===== src/rtl/alu_result_mux.sv =====
// Registered ALU result selector: picks one of NSRC unit results, flags zero/error,
// and buffers it in a 2-entry valid/ready queue ahead of writeback.
module alu_result_mux #(
  parameter int WIDTH = 4,
  parameter int NSRC  = 4,
  parameter int SEL_W = 2,
  parameter int ERR_W = 8
) (
  input  logic                  clk,
  input  logic                  rst_n,
  input  logic [NSRC*WIDTH-1:0] src_data,
  input  logic [NSRC-1:0]       src_valid,
  input  logic [SEL_W-1:0]      sel,
  input  logic                  in_valid,
  output logic                  in_ready,
  output logic [WIDTH-1:0]      out_data,
  output logic                  out_zero,
  output logic                  out_err,
  output logic [SEL_W-1:0]      out_sel,
  output logic                  out_valid,
  input  logic                  out_ready,
  output logic [ERR_W-1:0]      err_count
);

  logic [1:0]       count;
  logic [WIDTH-1:0] next_data;
  logic             next_zero;
  logic             next_err;
  logic [SEL_W-1:0] next_sel;
  logic [WIDTH-1:0] cap_data;
  logic             cap_err;
  logic             push;
  logic             pop;

  // Selects outside 0..NSRC-1 match no source, so they fall through as data 0 with err set.
  always_comb begin
    cap_data = '0;
    cap_err  = 1'b1;
    for (int i = 0; i < NSRC; i++) begin
      if (sel == SEL_W'(i)) begin
        cap_data = src_data[i*WIDTH +: WIDTH];
        cap_err  = !src_valid[i];
      end
    end
  end

  assign in_ready  = rst_n && (count != 2'd2);
  assign out_valid = (count != 2'd0);
  assign push      = in_valid && in_ready;
  assign pop       = out_valid && out_ready;

  // The head entry lives directly in the out_* registers; the second slot only fills when full.
  always_ff @(posedge clk) begin
    if (!rst_n) begin
      count     <= 2'd0;
      out_data  <= '0;
      out_zero  <= 1'b0;
      out_err   <= 1'b0;
      out_sel   <= '0;
      next_data <= '0;
      next_zero <= 1'b0;
      next_err  <= 1'b0;
      next_sel  <= '0;
      err_count <= '0;
    end else begin
      if (push && cap_err && (err_count != {ERR_W{1'b1}}))
        err_count <= err_count + ERR_W'(1);

      if (push && ((count == 2'd0) || ((count == 2'd1) && pop))) begin
        out_data <= cap_data;
        out_zero <= (cap_data == '0);
        out_err  <= cap_err;
        out_sel  <= sel;
      end else if (push) begin
        next_data <= cap_data;
        next_zero <= (cap_data == '0);
        next_err  <= cap_err;
        next_sel  <= sel;
      end else if (pop && (count == 2'd2)) begin
        out_data <= next_data;
        out_zero <= next_zero;
        out_err  <= next_err;
        out_sel  <= next_sel;
      end

      if (push && !pop)
        count <= count + 2'd1;
      else if (pop && !push)
        count <= count - 2'd1;
    end
  end

endmodule


===== config.mk =====
export PLATFORM = sky130hd
export DESIGN_NAME = alu_result_mux
export DESIGN_NICKNAME = d
export VERILOG_FILES = /design/src/rtl/alu_result_mux.sv
export SDC_FILE = /design/constraint.sdc
export NUM_CORES = 1
export LEC_CHECK = 0
export ABC_AREA = 1
export BUFFER_PORTS_ARGS = -buffer_cell sky130_fd_sc_hd__buf_2
export CAP_MARGIN = 10
export CORE_MARGIN = 2
export CORE_UTILIZATION = 53
export CTS_BUF_LIST = sky130_fd_sc_hd__clkbuf_8
export DETAILED_ROUTE_END_ITERATION = 16
export MAX_ROUTING_LAYER = met4
export PLACE_DENSITY_LB_ADDON = 0.15
export RECOVER_POWER = 100
export SYNTH_ARGS = -nofsm -noshare
export SYNTH_HDL_FRONTEND = slang
export SYNTH_SLANG_ARGS = --single-unit

===== constraint.sdc =====
create_clock -name clk -period 1.8 [get_ports clk]
set_input_delay 0.36 -clock clk [delete_from_list [all_inputs] [get_ports clk]]
set_output_delay 0.36 -clock clk [all_outputs]
set_load 0.03 [all_outputs]

---- Word level (Yosys, flattened, before mapping) ----
Index checks and enable logic that the tools add are counted.
storage, ports and cells
  register bits ........................... 26
  input port bits ......................... 26
  output and inout port bits .............. 18
  word-level logic and storage cells ...... 69
cells by class
  $add $sub $neg .......................... 3
  equal/unequal tests ..................... 8
  mux-type cells .......................... 22
  bitwise operators ....................... 1
  reduce and logical (&&, ||, !) cells .... 25
operators by type and width
  cell                                                   number
  two-way mux 4 bit                                      7
  logical AND 1 bit                                      10
  two-way mux 1 bit                                      10
  two-way mux 2 bit                                      5
  adder 8 x 1 -> 8 bit, second input constant            1
  inequality test 8 bit, second input constant           1
  equality test 2 bit, second input constant             3
  logical NOT 1 bit                                      6
  nonzero test 2 bit                                     3
  equality test 2 x 1 -> 1 bit, second input constant    2
  logical NOT 2 bit                                      2
  logical NOT 4 bit                                      1
  AND reduction 2 bit                                    2
  adder 2 x 1 -> 2 bit, second input constant            1
  inequality test 2 x 1 -> 1 bit, second input constant  1
  inequality test 2 bit, second input constant           1
  subtractor 2 x 1 -> 2 bit, second input constant       1
  logical OR 1 bit                                       1
  NOT 1 bit                                              1

---- Logic depth before layout (Yosys ltp) ----
  depth in word-level cells ............... 7
  depth in mapped cells ................... 9
  depth with buffers taken out ............ 9

---- Worst setup path after synthesis ----
No wires, ideal clock.
  kind .................................... flip-flop to flip-flop
  start ................................... register count[0]
  end ..................................... register out_err
  library setup time ...................... 0.120 ns
  data arrival time ....................... 1.462 ns
  required time ........................... 1.680 ns
  setup slack ............................. 0.217 ns
  stages on the path, launching flop included .. 10
  buffers on the path ..................... 0
  clock period less this slack ............ 1.583 ns
  path through ............................ dfxtp_1 > inv_1 > ha_1 > inv_1 > nand3_1 > or2_0 > o21ai_0 > nand2_1 > nand2_1 > a21oi_1
on the way
  longest elaborated chain between the ends .. 7
  elaborated cells on any way between the ends .. 16
  classes of those cells .................. eq/ne: 4; mux: 1; reduce/logical: 11
ends and longest elaborated chain
  item                                                                                   RTL line  text
  start, declared                                                                        25        logic [1:0] count;
  start signal, assigned                                                                 87        count <= count + 2'd1;
  start signal, assigned                                                                 89        count <= count - 2'd1;
  nonzero test 2 bit (*)                                                                 48        assign out_valid = (count != 2'd0);
  named net out_valid                                                                    20        output logic out_valid,
  logical AND 1 bit (*)                                                                  50        assign pop = out_valid && out_ready;
  logical AND 1 bit                                                                      69        if (push && ((count == 2'd0) || ((count == 2'd1) && pop))) begin
  logical OR 1 bit                                                                       69
  logical AND 1 bit                                                                      69
  inequality test 2 x 1 -> 1 bit (no line) / nonzero test 2 bit (equally long branches)  -
  AND reduction 2 bit (no line)                                                          -
  end signal, assigned                                                                   72        out_err <= cap_err;
  end signal, assigned                                                                   82        out_err <= next_err;
  end, declared                                                                          18        output logic out_err,
Mark *: on every way through the listed nets, which the timed path passes. The rest lies on a longest branch.
A chain may end at the register's enable or synchronous reset.

---- Worst setup path in the final report ----
  start ................................... register count[0]
  end ..................................... output in_ready
on the way
  longest elaborated chain between the ends .. 2
ends and longest elaborated chain
  item                   RTL line  text
  inequality test 2 bit  47        assign in_ready = rst_n && (count != 2'd2);
  logical AND 1 bit      47
  end, declared          15        output logic in_ready,
Every way passes these cells.

==> impl_metrics.py <==
metrics = {
    "synth": {
        "synth_compound_area_share_pct": 16.4,
        "synth_nets": 237,
        "synth_mux_area_share_pct": 0,
        "yosys.area_share.simple_pct": 33.3,
        "ys_seq_area_share_pct": 36.1,
        "synthAdderAreaFrac_pct": 4.34,
        "synth_area_per_cell_um2": 6.99,
        "synth_top_family_by_area": "simple AND/OR/NAND/NOR gates",
        "ys_seq_elements": 26,
        "syn_inst": 206,
        "synth_cell_types": 28,
        "netlist_area_mm2": 0.00144,
        "ys_warn_count": 0,
        "synth_xor_area_share_pct": 2.43,
    },
    "flow_run": {
        "maxCapViolCount": 0,
    },
    "timing": {
        "finalSetupViolCount": 0,
        "fin_crit_sh_pct": 92.9,
        "holdWs_ns": 0.462,
        "max_freq_ghz": 0.598,
        "report.final.slew_viol_count": 0,
        "worstMarginPinSlew_ns": 0.367,
        "relSlewSlack_pct": 75.6,
        "skew_ns": 0.00146,
        "finalCriticalPeriod_ns": 1.67,
        "tns_ns": 0,
        "rsz0062_at_grt": "false",
        "fin_ws_ns": 0.127,
        "hold_viol": 0,
    },
    "routing": {
        "via_count": 1497,
        "drt_iter0_markers": 86,
        "dr.pass1.iters": 4,
        "ant_nets": 0,
        "drc": 0,
        "finalWirelength_um": 3340,
        "via_per_inst": 5.33,
        "post_drt_wl_per_cell_um": 11.9,
    },
    "placement": {
        "pre_cts_ws_ns": 0.197,
        "port_buffers": 43,
        "gp_congestion": 0.863,
        "dpl.hpwl_um": 2600,
    },
    "hold_path": {
        "min_path_cells": 2,
        "whs_endpoint": "next_data[1]$_SDFFE_PN0P_",
        "hp-class": "flip-flop to flip-flop",
        "hp-start": "next_data[1]$_SDFFE_PN0P_",
    },
    "global_route": {
        "grt_pass1_wl_um": 6040,
        "track_usage_pct": 24.5,
        "antenna_found_initial": 0,
        "grt_max_degree": 15,
        "grt_pass1_vias": 1357,
        "overflow": 0,
    },
    "outcome": {
        "outcome": "complete, no violations",
    },
    "worst_setup_path": {
        "r2r_slack_ns": 0.17,
        "reg2reg_to": "err_count[1]$_SDFFE_PN0P_",
        "cp.arrival_ns": 1.31,
        "crit_path_end_kind": "output pin",
        "cp-start-kind": "flip-flop",
        "crit_fanout": 4,
        "path_class": "flip-flop to output pin",
        "cp.required_ns": 1.44,
        "r2r_start": "count[0]$_SDFFE_PN0P_",
        "worst-r2r-cell-count": 8,
    },
    "final_layout": {
        "antenna_cells": 0,
        "layout-drive-gt1-share_pct": 18.3,
        "area_delta_synth_final_pct": 18.9,
        "final_core_util_pct": 67.9,
        "finish.net_count": 284,
        "fillCellCount": 241,
    },
    "die": {
        "core_mm2": 0.00252,
        "die_y_um": 56.1,
        "rows": 18,
        "pin_count": 44,
        "die_w_um": 56.1,
        "initial_core_util_pct": 57.1,
        "die_area_mm2": 0.00315,
    },
    "clocking": {
        "cts.path.max_buffers": 2,
        "clk_pin_slew_ns": 0.09,
        "cts_resized": 0,
        "insertion_delay_ns": 0.27,
        "root_buffer": "clkbuf_8",
        "cts_tree": "yes",
        "clkSinkCount": 26,
        "cts_setup_buffers": 0,
        "h-tree-depth": 1,
        "cts_hold_buf": 0,
        "cts_made_buffers": 3,
    },
    "pwr": {
        "peakVddDrop_uv": 796,
        "p_leak_nw": 0.760,
        "cellPowerDensity_mw_per_mm2": 981,
    },
}
metal layers:
metal | GRT usage [%] | part of all wire (%) | vias to the layer above
met2 | 39.3 | 45 | 47
met5 | - | 0 | -
met1 | 32.0 | 47 | 666
met4 | 6.80 | 1.5 | 0
li1 | - | - | 777
met3 | 3.72 | 5.8 | 7
worst max-delay path by stage:
| stage | from | endpoint | slack (ns) | cells after the start |
|---|---|---|---|---|
| global placement | count[0]$_SDFFE_PN0P_ | count[0]$_SDFFE_PN0P_ | 0.26 | 8 |
| global route | count[0]$_SDFFE_PN0P_ | err_count[1]$_SDFFE_PN0P_ | 0.01 | 8 |
| detailed placement | count[0]$_SDFFE_PN0P_ | err_count[1]$_SDFFE_PN0P_ | 0.20 | 8 |
| floorplan | count[0]$_SDFFE_PN0P_ | out_err$_SDFFE_PN0P_ | 0.22 | 9 |
| finish | count[0]$_SDFFE_PN0P_ | in_ready | 0.13 | 4 |
| CTS | count[0]$_SDFFE_PN0P_ | in_ready | 0.11 | 4 |
worst max-delay path: stages, from the launching register on:
cell and delay, ns:
dfxtp_1 0.34, inv_1 0.07, ha_1 0.27, nor2_8 0.14
clkbuf_2 0.21
placed cells by master (no fill, tap or decap), drive strengths merged:
master   n
a211oi   2
a21oi   19
a31oi    2
buf     28
clkbuf  22
dfxtp   26
ha       5
inv     21
nand2   45
nand3   18
nand3b   1
nand4    8
nor2    26
nor3     1
o21ai   22
or2      1
xnor2    1
xor2     3
registers in the layout, summed over array words and instances, names as in the netlist:
signal,flops
err_count,8
next_data,4
out_data,4
count,2
next_sel,2
out_sel,2
next_err,1
next_zero,1
out_err,1
out_zero,1
cell type report:
type | instances | area, µm² | area share, %
Multi-Input combinational cell | 154 | 813 | 47.5
Sequential cell | 26 | 520 | 30.4
Timing Repair Buffer | 47 | 221 | 12.9
Inverter | 21 | 78.8 | 4.60
Clock buffer | 3 | 41.3 | 2.41
Tap cell | 30 | 37.5 | 2.19
stage by stage:
stage,power [mW],instance area (µm²),cells
final,1.68,1710,281
after global routing,1.81,1710,281
after CTS,1.71,1740,281
after detailed placement,1.38,1700,278
after global placement,1.38,1700,278
after floorplan,1.21,1440,206
Yosys cell counts:
cell | n | share of area, %
nand2_1 | 42 | 11
dfxtp_1 | 26 | 36
nor2_1 | 23 | 6.0
a21oi_1 | 18 | 6.3
inv_1 | 17 | 4.4
o21ai_0 | 17 | 5.9
nand3_1 | 16 | 5.6
nand4_1 | 8 | 3.5
ha_1 | 5 | 4.3
o21ai_1 | 5 | 1.7
inv_2 | 4 | 1.0
xor2_1 | 3 | 1.8
a211oi_1 | 2 | 1.0
a31oi_1 | 2 | 0.87
buf_4 | 2 | 1.0
nand2_2 | 2 | 0.87
nand3_2 | 2 | 1.4
nor2_4 | 2 | 1.6
a21oi_2 | 1 | 0.61
buf_1 | 1 | 0.26
buf_2 | 1 | 0.35
clkbuf_1 | 1 | 0.26
nand2_4 | 1 | 0.78
nand3b_1 | 1 | 0.52
nor2_8 | 1 | 1.4
nor3_1 | 1 | 0.35
or2_0 | 1 | 0.43
xnor2_1 | 1 | 0.61
cells by family after synthesis:
logic type               after synthesis
XOR/XNOR                               4
AND/OR/NAND/NOR                      100
adder cells (fa/ha/maj)                5
buffers and inverters                 26
AO/OA/AOI/OAI                         45
flip-flops                            26
where the power goes:
part | switching (mW) | internal, mW | total [mW] | leakage [nW]
combinational | 0.435 | 0.207 | 0.642 | 0.527
clock | 0.177 | 0.150 | 0.327 | 0.0216
sequential | 0.0450 | 0.665 | 0.710 | 0.212
total | 0.658 | 1.02 | 1.68 | 0.760
Power figures use the tool's default switching activity.
